### config.mk
export PLATFORM = sky130hd
export DESIGN_NAME = sample_ram_reader_flat
export DESIGN_NICKNAME = d
export VERILOG_FILES = /design/src/rtl/sample_ram_reader_if.sv /design/src/rtl/sample_ram_reader.sv /design/src/flat_wrapper.sv
export SDC_FILE = /design/constraint.sdc
export NUM_CORES = 1
export LEC_CHECK = 0
export BUFFER_PORTS_ARGS = -buffer_cell sky130_fd_sc_hd__buf_2
export CORE_ASPECT_RATIO = 0.5
export CORE_MARGIN = 4
export CORE_UTILIZATION = 30
export CTS_BUF_LIST = sky130_fd_sc_hd__clkbuf_4
export DETAILED_ROUTE_END_ITERATION = 8
export GPL_ROUTABILITY_DRIVEN = 0
export SYNTH_ARGS = -nofsm -noshare
export SYNTH_HDL_FRONTEND = slang
export SYNTH_SLANG_ARGS = --single-unit
### constraint.sdc
create_clock -name CLK -period 15.67 [get_ports CLK]
set_input_delay 2.3505 -clock CLK [delete_from_list [all_inputs] [get_ports CLK]]
set_output_delay 2.3505 -clock CLK [all_outputs]
set_load 0.005 [all_outputs]
### src/rtl/sample_ram_reader_if.sv
// Bank-array B port plus the outbound sample stream of the sample RAM reader.
// master: the reader (drives address/select and the stream).
// slave : the RAM bank array and the stream consumer together.
interface sample_ram_reader_if #(
    parameter int ADDR_WIDTH = 16,
    parameter int BLK_WIDTH  = 4,
    parameter int DATA_WIDTH = 64
);
    logic [ADDR_WIDTH-1:0] B_ADDR;
    logic [BLK_WIDTH-1:0]  B_Block_Address_vector;
    logic [DATA_WIDTH-1:0] B_Output_Data;
    logic [DATA_WIDTH-1:0] Out_Data;
    logic                  Out_Valid;
    logic                  Out_Ready;

    modport master (
        output B_ADDR, B_Block_Address_vector, Out_Data, Out_Valid,
        input  B_Output_Data, Out_Ready
    );

    modport slave (
        input  B_ADDR, B_Block_Address_vector, Out_Data, Out_Valid,
        output B_Output_Data, Out_Ready
    );
endinterface

### src/rtl/sample_ram_reader.sv
// Read-side controller for the banked sample RAM.
// Streams Length words starting at (Start_Block, Start_Address), walking across
// bank boundaries around the bank ring. Reads are issued only while the output
// FIFO has room for everything already in flight, so returning data never
// overflows it and back-pressure loses nothing.
module sample_ram_reader #(
    parameter int ADDR_WIDTH = 16,
    parameter int BLK_WIDTH  = 4,
    parameter int NUM_BLOCKS = 3,
    parameter int DATA_WIDTH = 64,
    parameter int LEN_WIDTH  = 24,
    parameter int RD_LATENCY = 1,
    parameter int FIFO_DEPTH = 4
) (
    input  logic                   CLK,
    input  logic                   RST,
    input  logic                   Start,
    input  logic [ADDR_WIDTH-1:0]  Start_Address,
    input  logic [BLK_WIDTH-1:0]   Start_Block,
    input  logic [LEN_WIDTH-1:0]   Length,
    input  logic                   Abort,
    sample_ram_reader_if.master    bus,
    output logic                   Busy,
    output logic                   Done,
    output logic                   Err
);

    localparam int CW  = $clog2(FIFO_DEPTH + 1);
    localparam int SW  = CW + 1;
    localparam int FCW = $clog2(RD_LATENCY + 1);

    typedef enum logic [1:0] {
        S_IDLE,
        S_READ,
        S_DRAIN,
        S_FLUSH
    } state_t;

    state_t                r_state;
    state_t                w_state_nxt;

    logic [ADDR_WIDTH-1:0] r_addr;
    logic [BLK_WIDTH-1:0]  r_blk;
    logic [LEN_WIDTH-1:0]  r_issue_cnt;
    logic [LEN_WIDTH-1:0]  r_xfer_cnt;
    logic [FCW-1:0]        r_flush_cnt;

    logic [RD_LATENCY-1:0] r_vld;
    logic [BLK_WIDTH-1:0]  r_blk_dly [RD_LATENCY];

    logic [DATA_WIDTH-1:0] r_mem [FIFO_DEPTH];
    logic [CW-1:0]         r_count;
    logic                  r_out_valid;

    logic                  w_issue;
    logic                  w_accept;
    logic                  w_reject;
    logic                  w_zero_len;
    logic                  w_abort;
    logic                  w_done;
    logic                  w_pop;
    logic                  w_push;
    logic                  w_credit;
    logic                  w_blk_bad;
    logic [SW-1:0]         w_inflight;
    logic [CW-1:0]         w_wr_idx;
    logic [CW-1:0]         w_count_nxt;

    assign w_blk_bad   = 32'(Start_Block) >= 32'(NUM_BLOCKS);
    assign w_pop       = r_out_valid & bus.Out_Ready;
    assign w_push      = r_vld[RD_LATENCY-1] & ~w_abort;
    assign w_credit    = ({1'b0, r_count} + w_inflight) < SW'(FIFO_DEPTH);
    assign w_wr_idx    = r_count - CW'(w_pop);
    assign w_count_nxt = r_count + CW'(w_push) - CW'(w_pop);

    assign bus.B_ADDR                 = r_addr;
    assign bus.B_Block_Address_vector = r_blk_dly[RD_LATENCY-1];
    assign bus.Out_Data               = r_mem[0];
    assign bus.Out_Valid              = r_out_valid;

    // Reads still travelling through the RAM pipeline.
    always_comb begin
        w_inflight = '0;
        for (int unsigned i = 0; i < RD_LATENCY; i++) begin
            w_inflight = w_inflight + SW'(r_vld[i]);
        end
    end

    // FSM state register.
    always_ff @(posedge CLK or posedge RST) begin
        if (RST) begin
            r_state <= S_IDLE;
        end else begin
            r_state <= w_state_nxt;
        end
    end

    // FSM next state and per-cycle control strobes.
    always_comb begin
        w_state_nxt = r_state;
        w_issue     = 1'b0;
        w_accept    = 1'b0;
        w_reject    = 1'b0;
        w_zero_len  = 1'b0;
        w_abort     = 1'b0;
        w_done      = 1'b0;
        case (r_state)
            S_IDLE: begin
                if (Start) begin
                    if (w_blk_bad) begin
                        w_reject = 1'b1;
                    end else if (Length == '0) begin
                        w_zero_len = 1'b1;
                    end else begin
                        w_accept    = 1'b1;
                        w_state_nxt = S_READ;
                    end
                end
            end
            S_READ: begin
                if (Abort) begin
                    w_abort     = 1'b1;
                    w_state_nxt = S_FLUSH;
                end else if (w_credit) begin
                    w_issue = 1'b1;
                    if (r_issue_cnt == LEN_WIDTH'(1)) begin
                        w_state_nxt = S_DRAIN;
                    end
                end
            end
            S_DRAIN: begin
                if (Abort) begin
                    w_abort     = 1'b1;
                    w_state_nxt = S_FLUSH;
                end else if (w_pop && r_xfer_cnt == LEN_WIDTH'(1)) begin
                    w_done      = 1'b1;
                    w_state_nxt = S_IDLE;
                end
            end
            S_FLUSH: begin
                if (r_flush_cnt == FCW'(RD_LATENCY - 1)) begin
                    w_state_nxt = S_IDLE;
                end
            end
            default: w_state_nxt = S_IDLE;
        endcase
    end

    // Request latch, address/block walk around the ring, and word counters.
    always_ff @(posedge CLK or posedge RST) begin
        if (RST) begin
            r_addr      <= '0;
            r_blk       <= '0;
            r_issue_cnt <= '0;
            r_xfer_cnt  <= '0;
            r_flush_cnt <= '0;
        end else begin
            if (w_accept) begin
                r_addr      <= Start_Address;
                r_blk       <= Start_Block;
                r_issue_cnt <= Length;
                r_xfer_cnt  <= Length;
            end else begin
                if (w_issue) begin
                    r_addr      <= r_addr + 1'b1;
                    r_issue_cnt <= r_issue_cnt - 1'b1;
                    if (r_addr == '1) begin
                        if (r_blk == BLK_WIDTH'(NUM_BLOCKS - 1)) begin
                            r_blk <= '0;
                        end else begin
                            r_blk <= r_blk + 1'b1;
                        end
                    end
                end
                if (w_pop) begin
                    r_xfer_cnt <= r_xfer_cnt - 1'b1;
                end
            end
            if (w_abort) begin
                r_flush_cnt <= '0;
            end else if (r_state == S_FLUSH) begin
                r_flush_cnt <= r_flush_cnt + 1'b1;
            end
        end
    end

    // Read-return tracking: valid bits and issuing block, delayed to line up
    // with the data coming back from the banks.
    always_ff @(posedge CLK or posedge RST) begin
        if (RST) begin
            r_vld <= '0;
            for (int unsigned i = 0; i < RD_LATENCY; i++) begin
                r_blk_dly[i] <= '0;
            end
        end else begin
            if (w_abort) begin
                r_vld <= '0;
            end else begin
                r_vld[0] <= w_issue;
                for (int unsigned i = 1; i < RD_LATENCY; i++) begin
                    r_vld[i] <= r_vld[i-1];
                end
            end
            if (w_issue) begin
                r_blk_dly[0] <= r_blk;
            end
            for (int unsigned i = 1; i < RD_LATENCY; i++) begin
                r_blk_dly[i] <= r_blk_dly[i-1];
            end
        end
    end

    // Output FIFO kept as a shift register so the head is always entry 0;
    // a push in the same cycle as a pop lands one slot lower.
    always_ff @(posedge CLK or posedge RST) begin
        if (RST) begin
            for (int unsigned i = 0; i < FIFO_DEPTH; i++) begin
                r_mem[i] <= '0;
            end
            r_count     <= '0;
            r_out_valid <= 1'b0;
        end else if (w_abort) begin
            r_count     <= '0;
            r_out_valid <= 1'b0;
        end else begin
            if (w_pop) begin
                for (int unsigned i = 0; i + 1 < FIFO_DEPTH; i++) begin
                    r_mem[i] <= r_mem[i+1];
                end
            end
            for (int unsigned i = 0; i < FIFO_DEPTH; i++) begin
                if (w_push && w_wr_idx == CW'(i)) begin
                    r_mem[i] <= bus.B_Output_Data;
                end
            end
            r_count     <= w_count_nxt;
            r_out_valid <= (w_count_nxt != '0);
        end
    end

    // Registered status outputs.
    always_ff @(posedge CLK or posedge RST) begin
        if (RST) begin
            Busy <= 1'b0;
            Done <= 1'b0;
            Err  <= 1'b0;
        end else begin
            Busy <= (w_state_nxt != S_IDLE);
            Done <= w_zero_len | w_done;
            Err  <= w_reject;
        end
    end

endmodule

### src/flat_wrapper.sv
// flat-port wrapper written by rule: the top's interface ports become plain ports
module sample_ram_reader_flat 
#(
    parameter int ADDR_WIDTH = 16,
    parameter int BLK_WIDTH  = 4,
    parameter int NUM_BLOCKS = 3,
    parameter int DATA_WIDTH = 64,
    parameter int LEN_WIDTH  = 24,
    parameter int RD_LATENCY = 1,
    parameter int FIFO_DEPTH = 4
)
  (CLK, RST, Start, Start_Address, Start_Block, Length, Abort, Busy, Done, Err, bus_B_ADDR, bus_B_Block_Address_vector, bus_Out_Data, bus_Out_Valid, bus_B_Output_Data, bus_Out_Ready);
  sample_ram_reader_if #(.ADDR_WIDTH(ADDR_WIDTH), .BLK_WIDTH(BLK_WIDTH), .DATA_WIDTH(DATA_WIDTH)) bus_i ();
  input  logic CLK;
  input  logic RST;
  input  logic Start;
  input  logic [ADDR_WIDTH-1:0] Start_Address;
  input  logic [BLK_WIDTH-1:0] Start_Block;
  input  logic [LEN_WIDTH-1:0] Length;
  input  logic Abort;
  output logic Busy;
  output logic Done;
  output logic Err;
  output wire logic [$bits(bus_i.B_ADDR)-1:0] bus_B_ADDR;
  output wire logic [$bits(bus_i.B_Block_Address_vector)-1:0] bus_B_Block_Address_vector;
  output wire logic [$bits(bus_i.Out_Data)-1:0] bus_Out_Data;
  output wire logic [$bits(bus_i.Out_Valid)-1:0] bus_Out_Valid;
  input wire logic [$bits(bus_i.B_Output_Data)-1:0] bus_B_Output_Data;
  input wire logic [$bits(bus_i.Out_Ready)-1:0] bus_Out_Ready;
  assign bus_B_ADDR = bus_i.B_ADDR;
  assign bus_B_Block_Address_vector = bus_i.B_Block_Address_vector;
  assign bus_Out_Data = bus_i.Out_Data;
  assign bus_Out_Valid = bus_i.Out_Valid;
  assign bus_i.B_Output_Data = bus_B_Output_Data;
  assign bus_i.Out_Ready = bus_Out_Ready;
  sample_ram_reader #(.ADDR_WIDTH(ADDR_WIDTH), .BLK_WIDTH(BLK_WIDTH), .NUM_BLOCKS(NUM_BLOCKS), .DATA_WIDTH(DATA_WIDTH), .LEN_WIDTH(LEN_WIDTH), .RD_LATENCY(RD_LATENCY), .FIFO_DEPTH(FIFO_DEPTH)) u_core (.CLK(CLK), .RST(RST), .Start(Start), .Start_Address(Start_Address), .Start_Block(Start_Block), .Length(Length), .Abort(Abort), .bus(bus_i), .Busy(Busy), .Done(Done), .Err(Err));
endmodule
==> results.txt <==
----------------------------------------------------
[Logic synthesis]
  Avg Synthesized Cell Area ... 10.51 um2
  Post-synthesis net count ... 1652
  Number of enable flip-flop cells after synthesis ... 0
  Area share of the largest cell type after synthesis ... 0.5296
  Cell area after technology mapping ... 16020 um2
  Sequential fraction of the synthesis area ... 0.5296
  Gate count of the mapped netlist ... 1524
  Largest cells by area after synthesis ... sky130_fd_sc_hd__dfrtp_1 53%, sky130_fd_sc_hd__mux2i_1 12%, sky130_fd_sc_hd__o21ai_0 6.6%
  Fraction of the mapped netlist area in adder cells ... 0.01218
  Flop and latch count out of synthesis ... 339
  Area fraction in compound gates after synthesis ... 0.09435
  Number of distinct library cell variants in the gate-level netlist after synthesis ... 49
  Mux share of post-synthesis cell area ... 0.1656
  Share of flip-flops with an asynchronous set or reset after synthesis ... 1.000
  Simple-gate portion of the synthesized area ... 0.1091
  Warnings, synthesis ... 0
  Combinational family with the most area after synthesis ... multiplexers
  Cell type with the highest aggregate area in the netlist ... sky130_fd_sc_hd__dfrtp_1
  Most used flip-flop cell after synthesis ... sky130_fd_sc_hd__dfrtp_1
  XOR/XNOR Fraction of Synth Area ... 0.03445

[Worst setup path]
  Critical path launch point type ... input pin
  Beginning of the worst register-to-register path ... u_core.bus.Out_Valid
  Worst-path fanout max ... 84
  Crit. Startpoint ... bus_Out_Ready
  Setup CP Type ... input pin to flip-flop
  Required @ worst endpoint ... 16.28 ns
  Signal arrival time at the worst endpoint ... 5.54 ns
  Sort of element at the end of the critical path ... flip-flop

[Floorplan]
  Initial Utilization ... 0.3056
  Boundary pin count ... 201
  Std-Cell Core Area ... 52410 um2
  Die H ... 171.4 um
  Number of placement rows ... 59
  DIE WIDTH ... 334.8 um
  Die Outline Area ... 57380 um2

[STA]
  Setup TNS ... 0 ns
  Final setup violating endpoints ... 0
  Rel. slew slack ... 0.2987
  Max frequency ... 203.0 MHz
  RSZ-0062 raised after global routing ... no
  Fin. Hold Viols ... 0
  Final Skew ... 0.03582 ns
  Slew at the pin closest to its max-slew limit ... 1.052 ns
  Tightest hold margin ... 0.4729 ns
  Pins Over Slew Limit ... 0
  Final worst-path cycle share ... 0.3143
  Time the final worst path needs with I/O delays and setup ... 4.925 ns

[CTS]
  H-tree level count ... 3
  TritonCTS buffer count ... 89
  Clock Sink Count ... 339
  Source-to-sink clock delay at the later pin of the worst-skew pair ... 0.77 ns
  # resized after CTS ... 0
  Hold_buf cts ... 0
  Post-CTS Repair Setup Buffers ... 0
  CTS tree ... built
  Post-CTS clock slew at the launch and capture registers of the worst setup and hold paths ... 0.06 ns
  Maximum number of buffers from clock root to sink ... 3
  Library cell used as clock root buffer ... sky130_fd_sc_hd__clkbuf_4

[GRT]
  Largest net degree at the start of global routing ... 171
  Leftover overflow at the end of global routing ... 0
  Global routing usage summed across all routing layers ... 0.1330
  Number of antenna violations at the first check in global routing ... 5
  Global-route wire length before repair ... 61710 um
  Vias in the first global route ... 11510

[Finish]
  Seq. cell area ... 8483 um2
  Highest-count cells in the layout ignoring fill and taps ... 339 x sky130_fd_sc_hd__dfrtp_1, 244 x sky130_fd_sc_hd__nand2_1, 208 x sky130_fd_sc_hd__o21ai_0
  Multi-input combinational cell area ... 6711 um2
  Post-route non-filler standard cell count ... 2443
  Final Cell Area ... 18370 um2
  Fin nets ... 1805
  Share of cells above drive strength 1 ... 0.2465
  Area Overhead vs Synth ... 14.64%
  Number of fill cells ... 5360
  Most common cell after layout, fill and taps aside ... sky130_fd_sc_hd__dfrtp_1

[Place]
  Placed wire-length estimate ... 24100 um
  Post-Place Cells ... 2287
  Post-DP Area ... 17250 um2
  Port bufs ... 200

[Outcome]
  Status ... finished clean

[Routing]
  Via count ... 11160
  DR DRC count ... 0
  Residual antenna-violating net count after detailed routing ... 0
  First drt pass iteration count ... 4
  Routed Wire Length ... 37940 um
  Number of violations reported at the end of detailed-routing iteration 0 ... 614
  Per-cell via count in the routed design ... 4.568
  Average wire per cell in the routed design ... 15.53 um

[Power]
  Total Power Consumption ... 3.134 mW
  P per Cell Area ... 170.6 nW/um2
  Worst-case vdd ir drop ... 0.06305 mV
  P_leak ... 8.940 nW

[Flow run]
  Maximum Capacitance Violations ... 0

[Hold path]
  Tightest Hold Check Type ... flip-flop to flip-flop
  Critical hold path startpoint ... u_core.bus.B_Block_Address_vector[0]

----------------------------------------------------
==> area by class of cell <==
class                      instances  share of cell area
antenna                            6           0.0008176
clock buffer                     129             0.05273
clock inverter                    21            0.007358
inverter                          17            0.003883
multi-input combinational       1018              0.3654
sequential                       339              0.4619
tap                              701             0.04776
timing repair buffer             212             0.06009
==> sequential cells by signal (all words and copies together), names as in the netlist <==
register and cells:
u_core.bus.Out_Valid 1, u_core.bus.B_ADDR 16, u_core.r_vld 1, u_core.r_xfer_cnt 24, u_core.r_mem 192, u_core.Busy 1, u_core.bus.B_Block_Address_vector 4, u_core.r_state 2
u_core.r_blk 4, u_core.Done 1, u_core.bus.Out_Data 64, u_core.r_issue_cnt 24, u_core.r_count 3, u_core.Err 1, u_core.r_flush_cnt 1
==> kinds of logic (layout without fill, tap and decap cells) <==
family                   Yosys count  in the layout
multiplexers                     257            257
AO/OA/AOI/OAI                    288            288
other                              0              6
adder cells (fa/ha/maj)           15             15
flip-flops                       339            339
XOR/XNOR                          63             63
AND/OR/NAND/NOR                  395            395
buffers and inverters            167            379
==> worst paths after layout <==
| path | end | slack (ns) | cells after the start |
|---|---|---|---|
| max | u_core.bus.Out_Data[27] | 10.74 | 11 |
| min | u_core.bus.B_Block_Address_vector[0] | 0.47 | 2 |
| max reg2reg | u_core.bus.Out_Data[27] | 12.02 | 10 |
| min reg2reg | u_core.bus.B_Block_Address_vector[0] | 0.47 | 2 |
| max in group asynchronous | u_core.r_mem[98] | 11.76 | 4 |
| min in group asynchronous | u_core.bus.Out_Data[58] | 1.69 | 2 |
==> report_power, final <==
group	total (mW)	internal (mW)	switching, mW
clock network	0.771	0.407	0.364
logic	0.922	0.420	0.502
registers	1.44	1.21	0.230
total	3.13	2.04	1.10
==> cell usage after synthesis (all sizes together), types with 2 or more instances <==
cell and n:
and3 3, nand3b 6, xor2 24, nand3 15
nor2 57, xnor2 39, mux2 64, a21oi 57
inv 17, or4 9, nor4 20, nor2b 3
nor3 17, clkbuf 68, a22o 3, ha 14
or3 4, mux2i 193, a211oi 2, o211ai 2
dfrtp 339, nand2b 3, nand4 9, o21ai 210
buf 82, a31oi 5, nand2 244
==> worst max-delay path, stage by stage <==
cell and delay [ns]:
sky130_fd_sc_hd__buf_2 0.10, sky130_fd_sc_hd__nand2_1 0.18, sky130_fd_sc_hd__inv_1 0.19, sky130_fd_sc_hd__ha_1 0.27, sky130_fd_sc_hd__ha_1 0.20, sky130_fd_sc_hd__xnor2_1 0.15
sky130_fd_sc_hd__nand3_1 0.13, sky130_fd_sc_hd__or3_4 0.52, sky130_fd_sc_hd__a22o_4 0.46, sky130_fd_sc_hd__buf_4 0.71, sky130_fd_sc_hd__o21ai_0 0.23
==> metal layers <==
metal,GRT usage,routed length (um),vias to the layer above
met1,0.1622,16720,5390
met3,0.02939,1131,62
met4,0.04390,741,0
met2,0.2358,19350,146
li1,-,-,5561
met5,0,0,-
==> through the flow <==
stage          setup WS (ns)  utilization
6_report               10.74       0.3504
4_1_cts                10.75       0.3501
3_5_place_dp           9.881       0.3291
5_1_grt                10.48       0.3503
2_1_floorplan          3.925            -
3_3_place_gp           9.989       0.3291
Power figures use the tool's default switching activity.
